==> config.mk <==
export PLATFORM = sky130hd
export DESIGN_NAME = instr_mem_fetch
export DESIGN_NICKNAME = d
export VERILOG_FILES = /design/src/rtl/imem_pkg.sv /design/src/rtl/imem_rsp_fifo.sv /design/src/rtl/instr_mem_fetch.sv
export SDC_FILE = /design/constraint.sdc
export NUM_CORES = 1
export LEC_CHECK = 0
export CAP_MARGIN = 40
export CORE_MARGIN = 8
export CORE_UTILIZATION = 32
export CTS_CLUSTER_DIAMETER = 60
export CTS_CLUSTER_SIZE = 28
export DETAILED_ROUTE_END_ITERATION = 7
export PLACE_DENSITY = 0.51
export RECOVER_POWER = 25
export SLEW_MARGIN = 30
export SYNTH_ARGS = -nofsm -noshare
export SYNTH_HDL_FRONTEND = slang
export SYNTH_SLANG_ARGS = --single-unit
==> constraint.sdc <==
create_clock -name clk -period 4.7 [get_ports clk]
set_clock_uncertainty 0.1 [all_clocks]
set_input_delay 1.41 -clock clk [delete_from_list [all_inputs] [get_ports clk]]
set_output_delay 1.41 -clock clk [all_outputs]
set_load 0.01 [all_outputs]
==> src/rtl/imem_pkg.sv <==
// Shared defaults and the response layout for the instruction memory fetch block.
package imem_pkg;

   localparam int DEF_DATA_W = 32;
   localparam int DEF_ADDR_W = 5;

   localparam logic [DEF_DATA_W-1:0] NOP_WORD = 32'h0000_0000;

   typedef struct packed {
      logic [DEF_ADDR_W-1:0] addr;
      logic                  fault;
      logic [DEF_DATA_W-1:0] data;
   } imem_rsp_t;

endpackage

==> src/rtl/imem_rsp_fifo.sv <==
// Show-ahead response FIFO with a synchronous clear; the head entry is always visible on o_data.
module imem_rsp_fifo #(
   parameter int WIDTH = 38,
   parameter int DEPTH = 2
) (
   input  logic             clk,
   input  logic             rst,
   input  logic             i_clear,
   input  logic             i_push,
   input  logic [WIDTH-1:0] i_data,
   input  logic             i_pop,
   output logic             o_valid,
   output logic [WIDTH-1:0] o_data
);

   localparam int PTR_W = (DEPTH > 1) ? $clog2(DEPTH) : 1;
   localparam int CNT_W = $clog2(DEPTH + 1);
   localparam logic [PTR_W-1:0] LAST_PTR = PTR_W'(DEPTH - 1);
   localparam logic [CNT_W-1:0] FULL_CNT = CNT_W'(DEPTH);

   logic [WIDTH-1:0] r_store [DEPTH];
   logic [PTR_W-1:0] r_wrPtr;
   logic [PTR_W-1:0] r_rdPtr;
   logic [CNT_W-1:0] r_count;

   // Pointers wrap explicitly so non-power-of-two depths work.
   function automatic logic [PTR_W-1:0] nextPtr(input logic [PTR_W-1:0] p);
      return (p == LAST_PTR) ? '0 : p + 1'b1;
   endfunction

   always_ff @(posedge clk or posedge rst) begin
      if (rst) begin
         r_wrPtr <= '0;
         r_rdPtr <= '0;
         r_count <= '0;
         for (int i = 0; i < DEPTH; i++) begin
            r_store[i] <= '0;
         end
      end else if (i_clear) begin
         r_wrPtr <= '0;
         r_rdPtr <= '0;
         r_count <= '0;
      end else begin
         if (i_push) begin
            r_store[r_wrPtr] <= i_data;
            r_wrPtr          <= nextPtr(r_wrPtr);
         end
         if (i_pop) begin
            r_rdPtr <= nextPtr(r_rdPtr);
         end
         r_count <= r_count + CNT_W'(i_push) - CNT_W'(i_pop);
      end
   end

   assign o_valid = (r_count != '0);
   assign o_data  = r_store[r_rdPtr];

   // The upstream credit counter makes both of these unreachable.
   assert property (@(posedge clk) disable iff (rst) !(i_push && (r_count == FULL_CNT)));
   assert property (@(posedge clk) disable iff (rst) !(i_pop && (r_count == '0)));

endmodule

==> src/rtl/instr_mem_fetch.sv <==
// Loadable instruction memory with a credit-controlled pipelined fetch port and buffered responses.
module instr_mem_fetch
   import imem_pkg::*;
#(
   parameter int                DATA_W   = DEF_DATA_W,
   parameter int                ADDR_W   = DEF_ADDR_W,
   parameter int                DEPTH    = 32,
   parameter int                READ_LAT = 1,
   parameter logic [DATA_W-1:0] NOP_WORD = imem_pkg::NOP_WORD
) (
   input  logic              clk,
   input  logic              rst,
   input  logic              req_valid,
   output logic              req_ready,
   input  logic [ADDR_W-1:0] req_addr,
   output logic              rsp_valid,
   input  logic              rsp_ready,
   output logic [DATA_W-1:0] rsp_data,
   output logic [ADDR_W-1:0] rsp_addr,
   output logic              rsp_fault,
   input  logic              flush,
   input  logic              wr_en,
   input  logic [ADDR_W-1:0] wr_addr,
   input  logic [DATA_W-1:0] wr_data
);

   localparam int FIFO_D = READ_LAT + 1;
   localparam int CNT_W  = $clog2(FIFO_D + 1);
   localparam int MEM_AW = (DEPTH > 1) ? $clog2(DEPTH) : 1;
   localparam int ENT_W  = ADDR_W + 1 + DATA_W;
   localparam logic [ADDR_W:0]  DEPTH_V = (ADDR_W + 1)'(DEPTH);
   localparam logic [CNT_W-1:0] CREDITS = CNT_W'(FIFO_D);

   logic [DATA_W-1:0]   r_mem [DEPTH];
   logic [READ_LAT-1:0] r_pipeValid;
   logic [READ_LAT-1:0] r_pipeFault;
   logic [ADDR_W-1:0]   r_pipeAddr [READ_LAT];
   logic [DATA_W-1:0]   r_pipeData [READ_LAT];
   logic [CNT_W-1:0]    r_outstanding;
   logic                r_readyEn;

   logic              w_accept;
   logic              w_reqFault;
   logic              w_wrInRange;
   logic              w_push;
   logic              w_pop;
   logic              w_rspValid;
   logic [DATA_W-1:0] w_tailData;
   logic [ENT_W-1:0]  w_pushEntry;
   logic [ENT_W-1:0]  w_headEntry;

   assign w_reqFault  = ({1'b0, req_addr} >= DEPTH_V);
   assign w_wrInRange = ({1'b0, wr_addr} < DEPTH_V);

   // A flush empties everything at this edge, so the redirect request is always admitted.
   assign req_ready = r_readyEn & (flush | (r_outstanding < CREDITS));
   assign w_accept  = req_valid & req_ready;
   assign w_pop     = w_rspValid & rsp_ready & ~flush;
   assign w_push    = r_pipeValid[READ_LAT-1] & ~flush;

   // Array and data path carry no reset so the memory maps onto block RAM and survives rst.
   always_ff @(posedge clk) begin
      if (wr_en && w_wrInRange) begin
         r_mem[wr_addr[MEM_AW-1:0]] <= wr_data;
      end
      if (w_accept) begin
         r_pipeData[0] <= r_mem[req_addr[MEM_AW-1:0]];
      end
      for (int i = 1; i < READ_LAT; i++) begin
         r_pipeData[i] <= r_pipeData[i-1];
      end
   end

   always_ff @(posedge clk or posedge rst) begin
      if (rst) begin
         r_pipeValid <= '0;
         r_pipeFault <= '0;
         for (int i = 0; i < READ_LAT; i++) begin
            r_pipeAddr[i] <= '0;
         end
      end else begin
         r_pipeValid[0] <= w_accept;
         if (w_accept) begin
            r_pipeAddr[0]  <= req_addr;
            r_pipeFault[0] <= w_reqFault;
         end
         for (int i = 1; i < READ_LAT; i++) begin
            r_pipeValid[i] <= r_pipeValid[i-1] & ~flush;
            r_pipeAddr[i]  <= r_pipeAddr[i-1];
            r_pipeFault[i] <= r_pipeFault[i-1];
         end
      end
   end

   // Outstanding count covers both pipeline stages and buffered responses.
   always_ff @(posedge clk or posedge rst) begin
      if (rst) begin
         r_outstanding <= '0;
         r_readyEn     <= 1'b0;
      end else begin
         r_readyEn <= 1'b1;
         if (flush) begin
            r_outstanding <= CNT_W'(w_accept);
         end else begin
            r_outstanding <= r_outstanding + CNT_W'(w_accept) - CNT_W'(w_pop);
         end
      end
   end

   assert property (@(posedge clk) disable iff (rst) r_outstanding <= CREDITS);

   assign w_tailData  = r_pipeFault[READ_LAT-1] ? NOP_WORD : r_pipeData[READ_LAT-1];
   assign w_pushEntry = {r_pipeAddr[READ_LAT-1], r_pipeFault[READ_LAT-1], w_tailData};

   imem_rsp_fifo #(
      .WIDTH (ENT_W),
      .DEPTH (FIFO_D)
   ) u_rspFifo (
      .clk     (clk),
      .rst     (rst),
      .i_clear (flush),
      .i_push  (w_push),
      .i_data  (w_pushEntry),
      .i_pop   (w_pop),
      .o_valid (w_rspValid),
      .o_data  (w_headEntry)
   );

   assign rsp_valid = w_rspValid;
   assign {rsp_addr, rsp_fault, rsp_data} = w_headEntry;

endmodule
==> results.cfg, run 1 <==
[status]
status = finished, violations left
failing_checks = capacitance limit, slew limit

[drt]
dr.first_iter.drc_count = 1525
routed_vias_inst = 5.03
count_of_vias_placed_by_the_detailed_router = 22933
drc_errors = 0
drt_pass_1_iters = 4
postRouteAntennaNets = 0
wire_length_per_cell_um = 24.9
route.final.wire_length_um = 113000

[sta]
worst_pin_slew_ps = 1540
timing.final.setup_violations = 0
final-hold-violation-count = 0
timing.final.ws_setup_ps = 283
fin_setup_tns_ps = 0
timing.slew.headroom_pct = -2.59
timing_max_transition_violations_final = 33
final_min_period_ps = 4420
max_clock_freq_ghz = 0.226
final.period_utilization_pct = 94.0
rsz0062_at_grt = false

[min_path]
hp-start = u_rspFifo.r_store[63]
timing.hold.worst.class = flip-flop to flip-flop
holdPathStages = 1
whs_endpoint = u_rspFifo.r_store[63]

[synthesis]
post_synth_instance_area_um2 = 44600
post-synth-top-count-cell = edfxtp_1
synth_commonest_cells = edfxtp_1, mux2i_1, nand2_1, nand3_1
synthesis.instances = 2508
synthDominantCellAreaShare_pct = 71.1
synth-edff-count = 1056
netlist_top_cells_area = edfxtp_1, mux2i_1, dfrtp_1
synth_seq_cells = 1143
synth.lib_cells_used.distinct = 36
fraction_of_registers_with_async_set_or_reset_after_synthesis_pct = 7.61
synth_nets = 2560
yosysSeqAreaShare_pct = 76.0
yosys_warnings = 0
post_synth.cell_area_avg_um2 = 17.8
postSynth.topFlopCell = edfxtp_1
synth_top_area_cell = edfxtp_1

[floorplan]
floorplan.core_area_um2 = 139000
die_width_um = 389
boundaryPins = 88
dieArea_um2 = 151000
core.rowCount = 137
height_of_the_die_um = 389
effective_utilization_at_floorplan_pct = 32.1

[pwr]
netSwitchingPower_mw = 4.96
intPower_mw = 15.8
p_clk_share_pct = 36.0
sw_frac_of_total_pct = 23.8
power_density_nw_per_um2 = 404
p_leak_nw = 17.9
irDropWorstVdd_mv = 0.231
pwr-share-comb_pct = 8.1
seqPwrFrac_pct = 55.9

[setup_path]
required_ps = 3190
slowest_cell_on_the_critical_path = dlygate4sd3_1
critical_path_peak_fanout = 5
crit_start_category = input port
worst-path-stages = 4
slowest_delay_ps = 600
r2r_path_end = u_rspFifo.r_count[1]
crit_family = buffers and inverters
crit_path_end_kind = output pin
r2r.worst_path.cells = 9
reg2reg_setup_slack_ps = 2640
cp_num_buf_inv = 3
worst-endpoint-arrival_ps = 2910
crit_chain = dlygate4sd3_1, inv_2, a21boi_1, clkdlybuf4s50_1
critical_path.reg2reg.startpoint = u_rspFifo.r_count[0]
timing_worst_setup_path_type = input port to output pin

[clock_network]
cts.sink_count = 1143
cts-buffers-inserted = 78
ctsHtreeMaxLevel = 3
clkTransAtPathRegs_ps = 80
clock-root-buffer = clkbuf_16
clock_insertion_delay_worst_skew_ps = 670
tritoncts_clock_tree = yes
gates_resized_cts_repair = 0
cts_setup_buffers = 0
cts.path.max_buffers = 3
cts_hold_buf = 0

[global_routing]
number_of_global_route_vias_before_repair = 23267
aggregate_global_route_resource_usage_pct = 14.6
grt_overflow_total = 0
maximum_number_of_pins_on_one_net_before_global_route_repair = 58
grt_pass1_wl_um = 164000
grt_antenna_before_repair = 9

[place]
detailed_place_hpwl_um = 66500
buffers_on_ports = 86
gp_routability_congestion = 0.751
dp_slack_ps = 357
post_place_cell_area_um2 = 48800

[flow_run]
cap_violations = 1

[final_layout]
sequential_cell_area_um2 = 33900
fill_cells = 12789
multi_input_area_um2 = 10100
nets = 2733
area_delta_synth_final_pct = 15.7
fin_area_um2 = 51600
layout-drive-gt1-share_pct = 14.7
metrics by stage:
stage               util, %  hold slack, ps  std cells  total power, mW
finish                 37.1             385       4558             20.8
global route           37.1             405       4556             21.6
CTS                    37.2             391       4553             21.1
detailed placement     35.1             371       4408             13.6
global placement       34.9             364       4381             13.5
floorplan                 -             354       2508             12.7
power groups by stage:
stage                     clock, mW  sequential, mW  combinational [mW]
after floorplan                   0            11.8               0.958
after global placement            0            11.9                1.65
after detailed placement          0            11.9                1.73
after CTS                      7.71            11.6                1.73
after global routing           8.06            11.7                1.83
final                          7.49            11.6                1.69
layer usage:
layer  GRT usage, %  routed length (µm)  part of all wire, %  up-vias
met4           3.30                2360                  2.1        0
met1           20.9               53500                   47    12092
li1               -                   -                    -    10229
met3           2.00                4210                  3.7      138
met5              0                   0                    0        -
met2           23.5               53200                   47      474
cells in the final DEF (no fill, tap or decap), types with 34 or more instances in the layout:
| cell | count |
|---|---|
| a21oi_1 | 96 |
| a22o_1 | 64 |
| a22oi_1 | 96 |
| buf_12 | 34 |
| buf_4 | 84 |
| clkbuf_16 | 83 |
| clkdlybuf4s50_1 | 55 |
| dfrtp_1 | 86 |
| edfxtp_1 | 1056 |
| mux2_1 | 35 |
| mux2_2 | 81 |
| mux2i_1 | 512 |
| nand2_1 | 102 |
| nand3_1 | 98 |
| nor2_4 | 34 |
worst max path at each step:
stage / startpoint / end / slack [ps]
4_1_cts: flush / req_ready / 330
3_5_place_dp: flush / req_ready / 360
6_report: flush / req_ready / 280
2_1_floorplan: wr_addr[1] / r_mem[12][0] / 760
3_3_place_gp: flush / req_ready / 340
5_1_grt: flush / req_ready / 210
state kept, by name, summed over array words and instances (netlist names):
signal	count
r_mem	1024
u_rspFifo.r_store	74
r_pipeData	32
r_pipeAddr	5
r_outstanding	2
u_rspFifo.r_count	2
r_pipeValid	1
r_readyEn	1
u_rspFifo.r_rdPtr	1
u_rspFifo.r_wrPtr	1
worst reg2reg max path, stage by stage (launching register included):
cell and delay, ps:
dfrtp_1 390, or2_2 330, nand2_1 140, nor2_1 70, ha_1 310, inv_1 60, ha_1 140, xor2_1 180
xnor2_1 140, nor2_1 60
layout make-up:
type	instances	share of cell area, %
Tap cell	1807	4.39
Sequential cell	1143	65.7
Timing Repair Buffer	232	4.69
Clock buffer	85	4.04
Antenna cell	5	0.0243
Clock inverter	60	1.48
Inverter	5	0.0388
Multi-Input combinational cell	1221	19.6
cell families after synthesis:
kind of cell               synth area share, %
DFF                                       76.0
other                                   0.0169
buffers and inverters                     1.89
adders and majority gates                0.112
muxes                                     14.4
and+or+nand+nor                           2.97
AOI/OAI and AO/OA                         4.43
xor gates and xnor gates                 0.118
(Power assumes the default switching activity.)
==> run 2, diff against run 1 <==
--- a/config.mk
+++ b/config.mk
@@ -5,7 +5,7 @@
 export SDC_FILE = /design/constraint.sdc
 export NUM_CORES = 1
 export LEC_CHECK = 0
-export CAP_MARGIN = 40
+export CAP_MARGIN = 20
 export CORE_MARGIN = 8
 export CORE_UTILIZATION = 32
 export CTS_CLUSTER_DIAMETER = 60
==> run 2 against run 1 <==
  * The run now ends clean
  * First-iteration DRC count rose by 7.6%
  * Clock-buffer cell count rose by 2
  * Final cell count fell by 0.20%
  * Register-to-register slack improved by 80 ps
  * Final area fell by 0.15%
  * Critical path type unchanged
  * Critical endpoint unchanged
  * Largest cell class unchanged
  * Largest power group unchanged
  * Highest routed layer unchanged
==> results.cfg, run 2 (synthesis results as in run 1) <==
[status]
status = finished, final reports clean

[final_layout]
fin_area_um2 = 51500
layout-drive-gt1-share_pct = 15.2
final_cell_count_no_fill = 4549
nets = 2715
layout.cells.most_common = edfxtp_1
fill_cells = 12821
max_ffs_per_register = 1024
commonest_cells_after_routing_fill_and_taps_aside = edfxtp_1, mux2i_1, nand2_1
area_delta_synth_final_pct = 15.5

[clock_network]
clock-root-buffer = clkbuf_16
gates_resized_cts_repair = 0
clkTransAtPathRegs_ps = 80
cts_hold_buf = 0
clock_insertion_delay_worst_skew_ps = 690
tritoncts_clock_tree = yes
cts-buffers-inserted = 86
cts_setup_buffers = 0
cts.path.max_buffers = 3
ctsHtreeMaxLevel = 3
cts.sink_count = 1143

[place]
buffers_on_ports = 86
placed_cells_incl_taps = 4381
gp_routability_congestion = 0.751
detailed_place_hpwl_um = 65200
post_place_cell_area_um2 = 48400

[global_routing]
grt_pass1_wl_um = 164000
maximum_number_of_pins_on_one_net_before_global_route_repair = 58
grt_antenna_before_repair = 5
number_of_global_route_vias_before_repair = 23480
aggregate_global_route_resource_usage_pct = 14.6
grt_overflow_total = 0

[setup_path]
timing_worst_setup_path_type = input port to output pin
slowest_cell_on_the_critical_path = clkdlybuf4s50_1
r2r.worst_path.cells = 9
critical_path_peak_fanout = 5
crit_start_category = input port
crit_path_end_kind = output pin
slowest_delay_ps = 570
crit_chain = clkdlybuf4s50_1, inv_2, a21boi_1, clkdlybuf4s50_1
critical_path.most_common_cell = clkdlybuf4s50_1
worst-endpoint-arrival_ps = 2790
required_ps = 3190

[sta]
max_clock_freq_ghz = 0.233
timing_max_transition_violations_final = 0
final_min_period_ps = 4300
timing.slew.headroom_pct = 8.26
worst_pin_slew_ps = 1380
timing.final.setup_violations = 0
final.period_utilization_pct = 91.5
rsz0062_at_grt = false
final-hold-violation-count = 0
fin_setup_tns_ps = 0

[floorplan]
boundaryPins = 88
floorplan.core_area_um2 = 139000
die_width_um = 389
core.rowCount = 137
effective_utilization_at_floorplan_pct = 32.1
dieArea_um2 = 151000
height_of_the_die_um = 389

[pwr]
intPower_mw = 16.1
power_density_nw_per_um2 = 415
p_leak_nw = 17.9
p_clk_share_pct = 37.8
seqPwrFrac_pct = 54.5
pwr-share-comb_pct = 7.7
sw_frac_of_total_pct = 24.7
irDropWorstVdd_mv = 0.261
netSwitchingPower_mw = 5.28

[drt]
drc_errors = 0
dr.first_iter.drc_count = 1641
drt_pass_1_iters = 4
wire_length_per_cell_um = 24.9
route.final.wire_length_um = 113000
postRouteAntennaNets = 0
routed_vias_inst = 5.05
count_of_vias_placed_by_the_detailed_router = 22991

[flow_run]
cap_violations = 0

[min_path]
holdPathStages = 1
timing.hold.worst.class = flip-flop to flip-flop
[run 2: cell count changes in the layout (fill, tap and decap cells not counted), sizes merged]
cell           before  now
clkbuf             99  112
dlygate4sd3        25    0
clkinvlp            3    1
inv                29   44
clkdlybuf4s50      55   54
clkinv             31   33
buf               138  127
[run 2: power by group through the flow]
stage	combinational (mW)	sequential, mW	clock [mW]
6_report	1.65	11.6	8.07
5_1_grt	1.79	11.7	8.66
4_1_cts	1.69	11.6	8.32
3_5_place_dp	1.68	11.9	0
3_3_place_gp	1.65	11.9	0
2_1_floorplan	0.958	11.8	0
[run 2: layout make-up]
type | instances | area, µm² | area share (%)
clock buffers | 87 | 2160 | 4.19
diodes | 5 | 12.5 | 0.0243
inverters | 5 | 20.0 | 0.0389
multi-input cells | 1221 | 10100 | 19.6
flip-flops and latches | 1143 | 33900 | 65.8
repair buffers | 206 | 2010 | 3.90
well taps | 1807 | 2260 | 4.39
clock inverters | 75 | 1030 | 1.99
[run 2: worst paths after layout]
check                                            from                    end  slack (ps)
worst max-delay path                            flush              req_ready         400
worst min-delay path            u_rspFifo.r_store[63]  u_rspFifo.r_store[63]         380
worst max register to register   u_rspFifo.r_count[0]   u_rspFifo.r_count[1]        2720
worst min register to register  u_rspFifo.r_store[63]  u_rspFifo.r_store[63]         380
max in group asynchronous                         rst   u_rspFifo.r_store[7]        2810
min in group asynchronous                         rst  u_rspFifo.r_store[55]        1000
[run 2: metrics by stage]
step           power (mW)  setup WS [ps]  hold slack, ps  util [%]
2_1_floorplan        12.7            756             354         -
3_3_place_gp         13.5            345             364      34.9
3_5_place_dp         13.6            384             371      34.9
4_1_cts              21.7            377             391      37.2
5_1_grt              22.1            327             402      37.1
6_report             21.4            401             384      37.1
[run 2: metal layers]
metal	track usage, %	wire length [µm]	part of all wire, %
met1	20.3	52500	46
met2	23.9	53900	48
met4	3.22	2190	1.9
met3	2.49	4760	4.2
met5	0	0	0
[run 2: critical path: cells and delay by family]
kind	cells	cell delay [ps]
AOI/OAI and AO/OA	1	180
buffers and inverters	3	1190
==> run 3, diff against run 2 <==
--- a/config.mk
+++ b/config.mk
@@ -11,7 +11,8 @@
 export CTS_CLUSTER_DIAMETER = 60
 export CTS_CLUSTER_SIZE = 28
 export DETAILED_ROUTE_END_ITERATION = 7
-export PLACE_DENSITY = 0.51
+export DONT_BUFFER_PORTS = 1
+export PLACE_DENSITY = 0.5
 export RECOVER_POWER = 25
 export SLEW_MARGIN = 30
 export SYNTH_ARGS = -nofsm -noshare
==> constraint.sdc (replaced) <==
create_clock -name clk -period 5.5 [get_ports clk]
set_clock_uncertainty 0.1 [all_clocks]
set_input_delay 1.65 -clock clk [delete_from_list [all_inputs] [get_ports clk]]
set_output_delay 1.65 -clock clk [all_outputs]
set_load 0.01 [all_outputs]
==> run 3 against run 2 <==
  * Critical path depth rose by 5
  * Clock-buffer cell count rose by 15
  * Flip-flop and latch count did not move
  * Core utilization fell by 0.73 points
  * Die area did not move
  * Sequential power fell by 14%
  * Critical path type is now input port to flip-flop
  * Largest cell class unchanged
==> results.cfg, run 3 (synthesis results as in run 1) <==
[clock_network]
cts_setup_buffers = 0
cts_hold_buf = 0
tritoncts_clock_tree = yes
cts.sink_count = 1143
cts-buffers-inserted = 95
gates_resized_cts_repair = 0
clock_insertion_delay_worst_skew_ps = 690
clkTransAtPathRegs_ps = 80
clock-root-buffer = clkbuf_16
ctsHtreeMaxLevel = 3
cts.path.max_buffers = 3

[floorplan]
boundaryPins = 88
dieArea_um2 = 151000
height_of_the_die_um = 389
core.rowCount = 137
effective_utilization_at_floorplan_pct = 32.1
die_width_um = 389
floorplan.core_area_um2 = 139000

[sta]
final_min_period_ps = 5030
timing.slew.headroom_pct = 37.2
fin_setup_tns_ps = 0
timing_max_transition_violations_final = 0
final.period_utilization_pct = 91.5
final-hold-violation-count = 0
max_clock_freq_ghz = 0.199
worst_pin_slew_ps = 942
timing.final.setup_violations = 0
rsz0062_at_grt = false

[setup_path]
slowest_delay_ps = 590
critical_path_peak_fanout = 113
crit_path_end_kind = flip-flop
critical_path.reg2reg.startpoint = r_outstanding[1]
crit_chain = buf_16, buf_16, buf_16, buf_16, mux2i_1, a22o_1, nor3_1, a31oi_1, nand3_1
crit_start_category = input port
r2r_path_end = r_pipeData[0][25]
required_ps = 5790
timing_worst_setup_path_type = input port to flip-flop
reg2reg_setup_slack_ps = 3220
r2r.worst_path.cells = 4
slowest_cell_on_the_critical_path = buf_16
critical_path.most_common_cell = buf_16
worst-endpoint-arrival_ps = 5330

[final_layout]
max_ffs_per_register = 1024
layout.cells.most_common = edfxtp_1
area_delta_synth_final_pct = 13.2
sequential_cell_area_um2 = 33900
multi_input_area_um2 = 10100
final_cell_count_no_fill = 4415
layout-drive-gt1-share_pct = 13.8
fill_cells = 12858
nets = 2575
commonest_cells_after_routing_fill_and_taps_aside = edfxtp_1, mux2i_1, nand2_1

[drt]
drc_errors = 0
routed_vias_inst = 5.08
drt_pass_1_iters = 5
wire_length_per_cell_um = 26.8
count_of_vias_placed_by_the_detailed_router = 22423
route.final.wire_length_um = 118000
postRouteAntennaNets = 0
dr.first_iter.drc_count = 1779

[min_path]
whs_endpoint = u_rspFifo.r_store[30]
timing.hold.worst.class = flip-flop to flip-flop
hp-start = r_pipeData[0][30]
holdPathStages = 1

[pwr]
p_leak_nw = 17.3
irDropWorstVdd_mv = 0.217
power_density_nw_per_um2 = 361
totalPowerFinal_mw = 18.2

[global_routing]
grt_antenna_before_repair = 6
groute.layer.met1.usage_pct = 19.4
gr-usage-met3_pct = 3.47
number_of_global_route_vias_before_repair = 22954
grt_pass1_wl_um = 169000
grt_most_used_layer = met2
grt_overflow_total = 0
global_route.usage.met2_pct = 25.5
maximum_number_of_pins_on_one_net_before_global_route_repair = 514
aggregate_global_route_resource_usage_pct = 15.2

[place]
detailed_place_hpwl_um = 72100
buffers_on_ports = 0
gp_routability_congestion = 0.783
placed_cells_incl_taps = 4228

[status]
status = finished, final reports clean

[flow_run]
cap_violations = 0
-- run 3: metrics by stage --
| stage | utilization (%) | hold slack, ps | setup WS [ps] | area [µm²] |
|---|---|---|---|---|
| detailed placement | 33.8 | 372 | 1270 | 47000 |
| CTS | 36.2 | 379 | 1480 | 50300 |
| global placement | 33.6 | 365 | 1290 | 46700 |
| global route | 36.3 | 396 | 168 | 50500 |
| floorplan | - | 354 | 1320 | 44600 |
| finish | 36.3 | 382 | 467 | 50500 |
-- run 3: area by class of cell --
| type | count | area share (%) |
|---|---|---|
| inverters | 5 | 0.0397 |
| clock buffers | 102 | 4.94 |
| well taps | 1807 | 4.48 |
| repair buffers | 57 | 1.66 |
| flip-flops and latches | 1143 | 67.2 |
| diodes | 5 | 0.0248 |
| clock inverters | 75 | 1.65 |
| multi-input cells | 1221 | 20.1 |
-- run 3: critical path, delay by kind of cell --
family | cells | cell delay [ps]
buffers and inverters | 4 | 2100
AOI/OAI and AO/OA | 2 | 750
muxes | 1 | 380
and+or+nand+nor | 2 | 190
-- run 3: where the power goes --
| part | switching [mW] | internal (mW) |
|---|---|---|
| registers | 0.167 | 9.79 |
| logic | 0.649 | 0.455 |
| clock network | 3.48 | 3.67 |
-- run 3: how the worst max path moves through the flow --
| stage | startpoint | end | slack (ps) | depth (start not counted) |
|---|---|---|---|---|
| after detailed placement | req_addr[2] | r_pipeData[0][6] | 1270 | 6 |
| after global placement | req_addr[2] | r_pipeData[0][6] | 1290 | 6 |
| final | req_addr[1] | r_pipeData[0][24] | 470 | 9 |
| after floorplan | wr_addr[1] | r_mem[12][0] | 1320 | 3 |
| after global routing | req_addr[1] | r_pipeData[0][24] | 170 | 9 |
| after CTS | u_rspFifo.r_rdPtr | rsp_data[5] | 1480 | 1 |
-- run 3: layer usage --
| layer | vias up | share of wire, % |
|---|---|---|
| met2 | 617 | 49 |
| met5 | - | 0 |
| met1 | 11714 | 42 |
| met4 | 0 | 3.3 |
| li1 | 9936 | - |
| met3 | 156 | 6.1 |
